===== src/rtl/instruction_fetch_pkg.sv =====
// Shared fetch-stage types: pc_src encodings, fault codes, FSM states and the reset NOP.
package instruction_fetch_pkg;

    localparam int unsigned XLEN_DEFAULT = 32;
    localparam int unsigned OPCODE_W     = 7;
    localparam int unsigned F3_W         = 3;
    localparam int unsigned F7_W         = 7;

    localparam logic [31:0] NOP_INSTR = 32'h0000_0013;

    typedef enum logic [1:0] {
        PC_SRC_PLUS4   = 2'b00,
        PC_SRC_BRANCH  = 2'b01,
        PC_SRC_JALR    = 2'b10,
        PC_SRC_ILLEGAL = 2'b11
    } pc_src_e;

    typedef enum logic [1:0] {
        FAULT_NONE        = 2'b00,
        FAULT_MISALIGNED  = 2'b01,
        FAULT_ILLEGAL_SRC = 2'b10
    } fault_e;

    typedef enum logic [1:0] {
        ST_FETCH = 2'b00,
        ST_EXEC  = 2'b01,
        ST_HALT  = 2'b10
    } state_e;

endpackage


===== src/rtl/instruction_fetch_if.sv =====
// Instruction-memory read port: req/addr out, rdata/valid back.
interface instruction_fetch_if
    import instruction_fetch_pkg::*;
#(
    parameter int unsigned XLEN = XLEN_DEFAULT
);
    logic            imem_req;
    logic [XLEN-1:0] imem_addr;
    logic [XLEN-1:0] imem_rdata;
    logic            imem_valid;

    modport master (output imem_req, output imem_addr, input imem_rdata, input imem_valid);
    modport slave  (input imem_req, input imem_addr, output imem_rdata, output imem_valid);
endinterface


===== src/rtl/instruction_fetch_next_pc_gen.sv =====
// Combinational next-PC selection with misalignment and illegal-source detection.
module instruction_fetch_next_pc_gen
    import instruction_fetch_pkg::*;
#(
    parameter int unsigned XLEN = XLEN_DEFAULT
) (
    input  logic [XLEN-1:0] pc,
    input  pc_src_e         pc_src,
    input  logic [XLEN-1:0] imm_ext,
    input  logic [XLEN-1:0] alu_result,
    output logic [XLEN-1:0] next_pc,
    output fault_e          fault
);

    always_comb begin
        next_pc = pc + XLEN'(4);
        fault   = FAULT_NONE;
        case (pc_src)
            PC_SRC_PLUS4:  next_pc = pc + XLEN'(4);
            PC_SRC_BRANCH: next_pc = pc + imm_ext;
            PC_SRC_JALR:   next_pc = alu_result & ~XLEN'(1);
            default: begin
                next_pc = pc;
                fault   = FAULT_ILLEGAL_SRC;
            end
        endcase
        // Both low bits checked: a branch offset can leave bit0 set.
        if (fault == FAULT_NONE && next_pc[1:0] != 2'b00) begin
            fault = FAULT_MISALIGNED;
        end
    end

endmodule


===== src/rtl/instruction_fetch.sv =====
// Fetch stage: owns the PC, reads instruction memory over req/valid and holds the
// fetched word until the datapath commits it.
module instruction_fetch
    import instruction_fetch_pkg::*;
#(
    parameter int unsigned   XLEN     = XLEN_DEFAULT,
    parameter logic [XLEN-1:0] RESET_PC = '0
) (
    input  logic                clk,
    input  logic                rst,
    instruction_fetch_if.master imem_bus,
    input  logic                commit,
    input  logic [1:0]          pc_src,
    input  logic [XLEN-1:0]     imm_ext,
    input  logic [XLEN-1:0]     alu_result,
    output logic                instr_valid,
    output logic [XLEN-1:0]     instr,
    output logic [OPCODE_W-1:0] opcode,
    output logic [F3_W-1:0]     f3,
    output logic [F7_W-1:0]     f7,
    output logic [XLEN-1:0]     pc,
    output logic [XLEN-1:0]     pc_plus4,
    output logic                halted,
    output logic [1:0]          fault_cause
);

    state_e          state_q, state_d;
    logic [XLEN-1:0] pc_q, pc_d;
    logic [XLEN-1:0] pc_plus4_q, pc_plus4_d;
    logic [XLEN-1:0] instr_q, instr_d;
    logic            instr_valid_q, instr_valid_d;
    logic            req_q, req_d;
    logic            halted_q, halted_d;
    fault_e          fault_q, fault_d;

    logic [XLEN-1:0] next_pc;
    fault_e          next_fault;

    instruction_fetch_next_pc_gen #(.XLEN(XLEN)) u_next_pc_gen (
        .pc         (pc_q),
        .pc_src     (pc_src_e'(pc_src)),
        .imm_ext    (imm_ext),
        .alu_result (alu_result),
        .next_pc    (next_pc),
        .fault      (next_fault)
    );

    always_ff @(posedge clk or posedge rst) begin
        if (rst) begin
            state_q       <= ST_FETCH;
            pc_q          <= RESET_PC;
            pc_plus4_q    <= RESET_PC + XLEN'(4);
            instr_q       <= XLEN'(NOP_INSTR);
            instr_valid_q <= 1'b0;
            req_q         <= 1'b0;
            halted_q      <= 1'b0;
            fault_q       <= FAULT_NONE;
        end else begin
            state_q       <= state_d;
            pc_q          <= pc_d;
            pc_plus4_q    <= pc_plus4_d;
            instr_q       <= instr_d;
            instr_valid_q <= instr_valid_d;
            req_q         <= req_d;
            halted_q      <= halted_d;
            fault_q       <= fault_d;
        end
    end

    // A response only counts while our request is actually on the bus.
    always_comb begin
        state_d       = state_q;
        pc_d          = pc_q;
        pc_plus4_d    = pc_plus4_q;
        instr_d       = instr_q;
        instr_valid_d = instr_valid_q;
        req_d         = req_q;
        halted_d      = halted_q;
        fault_d       = fault_q;
        unique case (state_q)
            ST_FETCH: begin
                req_d = 1'b1;
                if (req_q && imem_bus.imem_valid) begin
                    instr_d       = imem_bus.imem_rdata;
                    instr_valid_d = 1'b1;
                    req_d         = 1'b0;
                    state_d       = ST_EXEC;
                end
            end
            ST_EXEC: begin
                if (commit) begin
                    instr_valid_d = 1'b0;
                    if (next_fault != FAULT_NONE) begin
                        halted_d = 1'b1;
                        fault_d  = next_fault;
                        state_d  = ST_HALT;
                    end else begin
                        pc_d       = next_pc;
                        pc_plus4_d = next_pc + XLEN'(4);
                        req_d      = 1'b1;
                        state_d    = ST_FETCH;
                    end
                end
            end
            default: begin
                req_d         = 1'b0;
                instr_valid_d = 1'b0;
                halted_d      = 1'b1;
                state_d       = ST_HALT;
            end
        endcase
    end

    assign imem_bus.imem_req  = req_q;
    assign imem_bus.imem_addr = pc_q;
    assign instr_valid        = instr_valid_q;
    assign instr              = instr_q;
    assign opcode             = instr_q[6:0];
    assign f3                 = instr_q[14:12];
    assign f7                 = instr_q[31:25];
    assign pc                 = pc_q;
    assign pc_plus4           = pc_plus4_q;
    assign halted             = halted_q;
    assign fault_cause        = fault_q;

endmodule


===== src/flat_wrapper.sv =====
// flat-port wrapper written by rule: the top's interface ports become plain ports
module instruction_fetch_flat import instruction_fetch_pkg::*;
#(
    parameter int unsigned   XLEN     = XLEN_DEFAULT,
    parameter logic [XLEN-1:0] RESET_PC = '0
)
  (clk, rst, commit, pc_src, imm_ext, alu_result, instr_valid, instr, opcode, f3, f7, pc, pc_plus4, halted, fault_cause, imem_bus_imem_req, imem_bus_imem_addr, imem_bus_imem_rdata, imem_bus_imem_valid);
  instruction_fetch_if #(.XLEN(XLEN)) imem_bus_i ();
  input  logic clk;
  input  logic rst;
  input  logic commit;
  input  logic [1:0] pc_src;
  input  logic [XLEN-1:0] imm_ext;
  input  logic [XLEN-1:0] alu_result;
  output logic instr_valid;
  output logic [XLEN-1:0] instr;
  output logic [OPCODE_W-1:0] opcode;
  output logic [F3_W-1:0] f3;
  output logic [F7_W-1:0] f7;
  output logic [XLEN-1:0] pc;
  output logic [XLEN-1:0] pc_plus4;
  output logic halted;
  output logic [1:0] fault_cause;
  output wire logic [$bits(imem_bus_i.imem_req)-1:0] imem_bus_imem_req;
  output wire logic [$bits(imem_bus_i.imem_addr)-1:0] imem_bus_imem_addr;
  input wire logic [$bits(imem_bus_i.imem_rdata)-1:0] imem_bus_imem_rdata;
  input wire logic [$bits(imem_bus_i.imem_valid)-1:0] imem_bus_imem_valid;
  assign imem_bus_imem_req = imem_bus_i.imem_req;
  assign imem_bus_imem_addr = imem_bus_i.imem_addr;
  assign imem_bus_i.imem_rdata = imem_bus_imem_rdata;
  assign imem_bus_i.imem_valid = imem_bus_imem_valid;
  instruction_fetch #(.XLEN(XLEN), .RESET_PC(RESET_PC)) u_core (.clk(clk), .rst(rst), .imem_bus(imem_bus_i), .commit(commit), .pc_src(pc_src), .imm_ext(imm_ext), .alu_result(alu_result), .instr_valid(instr_valid), .instr(instr), .opcode(opcode), .f3(f3), .f7(f7), .pc(pc), .pc_plus4(pc_plus4), .halted(halted), .fault_cause(fault_cause));
endmodule

===== config.mk =====
export PLATFORM = sky130hd
export DESIGN_NAME = instruction_fetch_flat
export DESIGN_NICKNAME = d
export VERILOG_FILES = /design/src/rtl/instruction_fetch_pkg.sv /design/src/rtl/instruction_fetch_if.sv /design/src/rtl/instruction_fetch_next_pc_gen.sv /design/src/rtl/instruction_fetch.sv /design/src/flat_wrapper.sv
export SDC_FILE = /design/constraint.sdc
export NUM_CORES = 1
export LEC_CHECK = 0
export ABC_AREA = 1
export BUFFER_PORTS_ARGS = -buffer_cell sky130_fd_sc_hd__buf_2
export CAP_MARGIN = 20
export CORE_MARGIN = 2
export CORE_UTILIZATION = 55
export DETAILED_ROUTE_END_ITERATION = 7
export PLACE_DENSITY_LB_ADDON = 0.1
export SYNTH_ARGS = -nofsm -noshare
export SYNTH_HDL_FRONTEND = slang
export SYNTH_SLANG_ARGS = --single-unit
export TNS_END_PERCENT = 1

===== constraint.sdc =====
create_clock -name clk -period 6.25 [get_ports clk]
set_clock_uncertainty 0.15 [all_clocks]
set_input_delay 1.25 -clock clk [delete_from_list [all_inputs] [get_ports clk]]
set_output_delay 1.25 -clock clk [all_outputs]
set_load 0.03 [all_outputs]

==> impl_metrics.env, run 1 <==
export IMPL_status="complete, no violations"
export IMPL_drtIter0Drc=862
export IMPL_async_reset_ff_frac=1.00
export IMPL_max_slew_margin_rel=0.307
export IMPL_clockRootBuffer="clkbuf_16"
export IMPL_clock_sinks=100
export IMPL_synthTopCellsByCount="477 x nand2_1, 216 x inv_1, 140 x nor2_1"
export IMPL_p_seq_frac=0.251
export IMPL_drc=0
export IMPL_critPathCaptureType="flop"
export IMPL_ff2ff_setup_slack_ps=2590
export IMPL_postSynthAreaPerCell_sq_um=6.28
export IMPL_tightestPinTransition_ps=1040
export IMPL_met2_usage=0.538
export IMPL_ir_drop_uv=378
export IMPL_grt_busiest_layer="met2"
export IMPL_synthCells=1455
export IMPL_grt_pass1_vias=9098
export IMPL_grt_first_pass_wirelength_mm=45.8
export IMPL_place_hpwl_mm=22.8
export IMPL_antennaDiodeCount=0
export IMPL_ios=252
export IMPL_leakagePower_nw=5.85
export IMPL_vias=9845
export IMPL_worstSetupPathType="input pin to flop"
export IMPL_min_period_ps=4300
export IMPL_synth_area_leaders="dfrtp_1 26%, nand2_1 20%, inv_1 8.9%"
export IMPL_fin_nets=1778
export IMPL_period_share=0.687
export IMPL_syn_nets=1591
export IMPL_cts_resized_gates=0
export IMPL_cts_hold_buffers=0
export IMPL_switching_power_mw=3.10
export IMPL_cts_buffers=9
export IMPL_crit_family="simple AND/OR/NAND/NOR gates"
export IMPL_path_cells="buf_2 > inv_2 > nor2_8 > nand3_1 > nand2_1 > nand2_1 > inv_1 > ha_1 > inv_1 > nor2_2 > nand3_1 > nor2_2 > nand4_2 > nor2_4 > nand3_2 > clkinv_1 > nand2_1 > nand2_1 > nand3_1"
export IMPL_p_per_area_nw_per_um2=512
export IMPL_synth_cell_types=44
export IMPL_synth_ff_type="dfrtp_1"
export IMPL_cp_common_cell="nand2_1"
export IMPL_hp_class="flop to flop"
export IMPL_crit_required_ps=6330
export IMPL_globalRoute_totalOverflow=0
export IMPL_dieArea_sq_um=17700
export IMPL_p_clk_frac=0.103
export IMPL_grt_use_total=0.325
export IMPL_setup_viol=0
export IMPL_rsz0062_at_grt="false"
export IMPL_finalSetupTns_ps=0
export IMPL_via_per_inst=5.27
export IMPL_p_int_mw=2.28
export IMPL_slowest_delay_ps=480
export IMPL_synth_edf_count=0
export IMPL_wl_per_cell_um=15.5
export IMPL_synth_seq_area_share=0.274
export IMPL_hold_viol_final=0
export IMPL_critPathLaunchType="input pin"
export IMPL_place_gp_congestion=0.934
export IMPL_core_sq_um=16400
export IMPL_clkLatencyLatePin_ps=350
export IMPL_cts_max_level=3
export IMPL_routed_wirelength_mm=28.9
export IMPL_dr_pass1_iters=6
export IMPL_grt_max_degree=62
export IMPL_cts_max_path_buffers=2
export IMPL_synth_top_area_share=0.263
export IMPL_arrival_ps=4380
export IMPL_drive_gt1_frac=0.219
export IMPL_dieHeight_um=133
export IMPL_start_util=0.557
export IMPL_comb_power_share=0.646
export IMPL_crit_path_top_delay_cell="buf_2"
export IMPL_syn2layout_area_growth_pct=14.9
export IMPL_cts_setup_buffers=0
export IMPL_place_port_buffers=250
export IMPL_clk_pin_slew_ps=80
export IMPL_hold_ws_ps=308
export IMPL_synth_warnings=0
export IMPL_crit_buf_inv=5
export IMPL_crit_fanout=31
export IMPL_clock_fmax_mhz=233
export IMPL_cts_tree="built"
export IMPL_drv_slew=0
export IMPL_switching_share=0.576
export IMPL_cap_violations=0
export IMPL_synth_most_common_cell="nand2_1"
export IMPL_synthesis_area_sq_um=9140
export IMPL_gr_usage_met3=0.0510
export IMPL_synth_largest_area_cell="dfrtp_1"
export IMPL_antenna_found_initial=0
export IMPL_ant_nets=0
export IMPL_synth_seq_cells=100
export IMPL_die_w_um=133
export IMPL_num_rows=47
export IMPL_met1_usage=0.442
[path summary, 6_finish.rpt]
| path | depth (start not counted) | from | endpoint |
|---|---|---|---|
| max reg2reg | 16 | u_core.imem_bus.imem_addr[18] | u_core.pc_plus4[31] |
| min | 1 | u_core.state_q[1] | u_core.imem_bus.imem_req |
| min reg2reg | 1 | u_core.state_q[1] | u_core.imem_bus.imem_req |
| min in group asynchronous | 2 | rst | u_core.instr[3] |
| max | 19 | pc_src[0] | u_core.pc_plus4[24] |
| max in group asynchronous | 3 | rst | u_core.pc_plus4[13] |
[cell type report]
type                            instances  area [sq um]
Timing Repair Buffer                  256          1300
Sequential cell                       100          2510
Clock inverter                          7          67.6
Fill cell                            1589          5910
Tap cell                              220           275
Inverter                              224           843
Multi-Input combinational cell       1051          5280
Clock buffer                            9           225
[layout by cell type (no fill, tap or decap), types with 8 or more instances in the layout]
cell	synthesis	final
mux2_2	32	32
nor3_1	13	12
nand4_1	26	26
nand2_1	477	477
nand3_1	138	138
a21oi_1	39	39
buf_2	11	250
nor2_1	140	140
inv_1	216	214
inv_2	7	8
dfrtp_1	96	96
clkbuf_16	0	9
o21ai_0	56	56
ha_1	33	33
nor2_2	10	10
o21ai_1	14	14
[flip-flops by register name (all words and copies together), names as in the netlist]
register and count:
u_core.halted 1, u_core.imem_bus.imem_req 1, u_core.fault_cause 2, u_core.pc_plus4 32
u_core.state_q 2, u_core.instr 32, u_core.imem_bus.imem_addr 30
[power by group through the flow]
stage	clock network [mW]	logic (mW)	registers, mW
after global placement	0	3.41	1.34
after detailed placement	0	3.44	1.35
after floorplan	0	2.13	1.83
after CTS	0.564	3.46	1.34
final	0.556	3.47	1.35
after global routing	0.586	3.81	1.38
[stage by stage]
| stage | setup slack, ps | utilization | instance area, sq um | total power, mW | instances |
|---|---|---|---|---|---|
| final | 1950 | 0.640 | 10500 | 5.37 | 1867 |
| after global routing | 1710 | 0.640 | 10500 | 5.77 | 1867 |
| after CTS | 2010 | 0.640 | 10500 | 5.36 | 1867 |
| after detailed placement | 1670 | 0.622 | 10200 | 4.79 | 1851 |
| after global placement | 1690 | 0.622 | 10200 | 4.75 | 1851 |
| after floorplan | 2240 | - | 9140 | 3.96 | 1455 |
[per-layer routing]
| layer | routed length, um | vias up |
|---|---|---|
| met5 | 0 | - |
| met4 | 790 | 0 |
| met3 | 2390 | 49 |
| met2 | 13200 | 433 |
| met1 | 12500 | 4418 |
| li1 | - | 4945 |
[cells by family (layout without fill, tap and decap cells)]
kind of cell,Yosys count,after routing,share of synthesized area
simple gates,837,837,0.396
buf+inv,304,496,0.148
compound gates,143,143,0.0897
flops,100,100,0.274
fa+ha+maj,34,34,0.0474
mux,32,32,0.0394
xor+xnor,5,5,0.00479
(Power assumes the default switching activity.)
==> run 2, diff against run 1 <==
--- a/config.mk
+++ b/config.mk
@@ -9,7 +9,7 @@
 export BUFFER_PORTS_ARGS = -buffer_cell sky130_fd_sc_hd__buf_2
 export CAP_MARGIN = 20
 export CORE_MARGIN = 2
-export CORE_UTILIZATION = 55
+export CORE_UTILIZATION = 54
 export DETAILED_ROUTE_END_ITERATION = 7
 export PLACE_DENSITY_LB_ADDON = 0.1
 export SYNTH_ARGS = -nofsm -noshare
==> constraint.sdc (replaced) <==
create_clock -name clk -period 4.5 [get_ports clk]
set_clock_uncertainty 0.15 [all_clocks]
set_input_delay 0.9 -clock clk [delete_from_list [all_inputs] [get_ports clk]]
set_output_delay 0.9 -clock clk [all_outputs]
set_load 0.03 [all_outputs]
==> impl_metrics.env, run 2 (synthesized netlist as in run 1, its figures left out) <==
export IMPL_status="complete, no violations"
export IMPL_design_power_total_mw=7.55
export IMPL_cts_resized_gates=0
export IMPL_drive_gt1_frac=0.222
export IMPL_rsz0062_at_grt="false"
export IMPL_finalSetupTns_ps=0
export IMPL_core_sq_um=16600
export IMPL_min_period_ps=3700
export IMPL_crit_path_start="imm_ext[16]"
export IMPL_cts_buffers=9
export IMPL_num_rows=47
export IMPL_max_slew_margin_rel=0.346
export IMPL_ant_nets=0
export IMPL_place_gp_congestion=1.02
export IMPL_clkLatencyLatePin_ps=350
export IMPL_place_hpwl_mm=23.4
export IMPL_dr_pass1_iters=5
export IMPL_die_w_um=134
export IMPL_tightestPinTransition_ps=980
export IMPL_ios=252
export IMPL_critPathLaunchType="input pin"
export IMPL_clock_sinks=100
export IMPL_p_per_area_nw_per_um2=713
export IMPL_fin_nets=1786
export IMPL_leakagePower_nw=5.89
export IMPL_drv_slew=0
export IMPL_hold_viol_final=0
export IMPL_globalRoute_totalOverflow=0
export IMPL_wl_per_cell_um=15.6
export IMPL_layout_cells_most_common="nand2_1"
export IMPL_crit_buf_inv=3
export IMPL_r2r_start="u_core.imem_bus.imem_addr[16]"
export IMPL_arrival_ps=3800
export IMPL_cts_max_path_buffers=2
export IMPL_crit_required_ps=4590
export IMPL_fillers=1599
export IMPL_period_share=0.823
export IMPL_clock_fmax_mhz=270
export IMPL_crit_family="simple AND/OR/NAND/NOR gates"
export IMPL_placed_cells=1859
export IMPL_via_per_inst=5.29
export IMPL_setup_viol=0
export IMPL_dieHeight_um=134
export IMPL_routed_wirelength_mm=29.3
export IMPL_drc=0
export IMPL_dieArea_sq_um=18000
export IMPL_worstSetupPathType="input pin to flop"
export IMPL_ir_drop_uv=473
export IMPL_critPathCaptureType="flop"
export IMPL_grt_first_pass_wirelength_mm=46.3
export IMPL_place_port_buffers=250
export IMPL_start_util=0.551
export IMPL_crit_path_top_delay_cell="ha_1"
export IMPL_hp_class="flop to flop"
export IMPL_instances_no_fill=1875
export IMPL_cts_tree="built"
export IMPL_clockRootBuffer="clkbuf_16"
export IMPL_cts_hold_buffers=0
export IMPL_antenna_found_initial=0
export IMPL_cts_max_level=3
export IMPL_cap_violations=0
export IMPL_layout_common_cells="477 x nand2_1, 250 x buf_2, 214 x inv_1"
export IMPL_slowest_delay_ps=360
export IMPL_cp_common_cell="nand2_1"
export IMPL_clk_pin_slew_ps=80
export IMPL_hp_start="u_core.halted"
export IMPL_crit_fanout=5
export IMPL_grt_pass1_vias=9089
export IMPL_grt_max_degree=59
export IMPL_syn2layout_area_growth_pct=15.8
export IMPL_path_cells="buf_2 > ha_1 > nand2_1 > nor2_1 > inv_1 > nor2_1 > nand3_1 > nand4_1 > nand3_1 > a21oi_2 > nand2_1 > nor2_2 > inv_1 > nor2_2 > nand4_1 > nand2_1 > nand2_1"
export IMPL_cts_setup_buffers=0
export IMPL_grt_use_total=0.326
export IMPL_vias=9912
export IMPL_drtIter0Drc=713
export IMPL_antennaDiodeCount=0
## run 2: final timing paths
check / to / slack [ps] / cells after the start
setup reg to reg: u_core.pc_plus4[29] / 880 / 16
setup / recovery: u_core.pc_plus4[29] / 800 / 17
hold reg to reg: u_core.halted / 320 / 1
max in group asynchronous: u_core.pc_plus4[2] / 2900 / 3
min in group asynchronous: u_core.instr[7] / 390 / 2
hold / removal: u_core.halted / 320 / 1
## run 2: worst register-to-register path, cell delays in order (launching register included)
cell and delay, ps:
dfrtp_1 500, ha_1 430, nand2_1 130, nor2_1 190, inv_1 80, nor2_1 360, nand3_1 270, nand4_1 160
nand3_1 200, a21oi_2 260, nand2_1 110, nor2_2 190, inv_1 70, nor2_2 170, nand4_1 100, nand2_1 80
nand2_1 40
## run 2: routing by layer
layer | vias to the layer above | GRT usage | share of wire
li1 | 4963 | - | -
met1 | 4464 | 0.428 | 0.42
met2 | 432 | 0.549 | 0.46
met3 | 53 | 0.0544 | 0.081
met4 | 0 | 0.105 | 0.030
met5 | - | 0 | 0
## run 2: power breakdown
part           total [mW]  switching, mW  leakage [nW]  internal, mW
logic                4.94           3.45          4.55          1.49
registers            1.80          0.475          1.20          1.32
clock network       0.811          0.408         0.152         0.403
## run 2: layout make-up
class | count | area (sq um) | area share
well taps | 220 | 275 | 0.0260
flip-flops and latches | 100 | 2510 | 0.237
inverters | 224 | 843 | 0.0797
clock buffers | 9 | 225 | 0.0213
clock inverters | 7 | 91.3 | 0.00863
repair buffers | 264 | 1360 | 0.128
multi-input cells | 1051 | 5280 | 0.499
## run 2: per-stage QoR
| step | hold slack [ps] | cell area [sq um] | setup slack [ps] | util |
|---|---|---|---|---|
| finish | 317 | 10600 | 796 | 0.638 |
| global route | 352 | 10600 | 525 | 0.638 |
| CTS | 319 | 10600 | 861 | 0.638 |
| detailed placement | 300 | 10300 | 512 | 0.619 |
| global placement | 293 | 10300 | 575 | 0.619 |
| floorplan | 279 | 9140 | 838 | - |
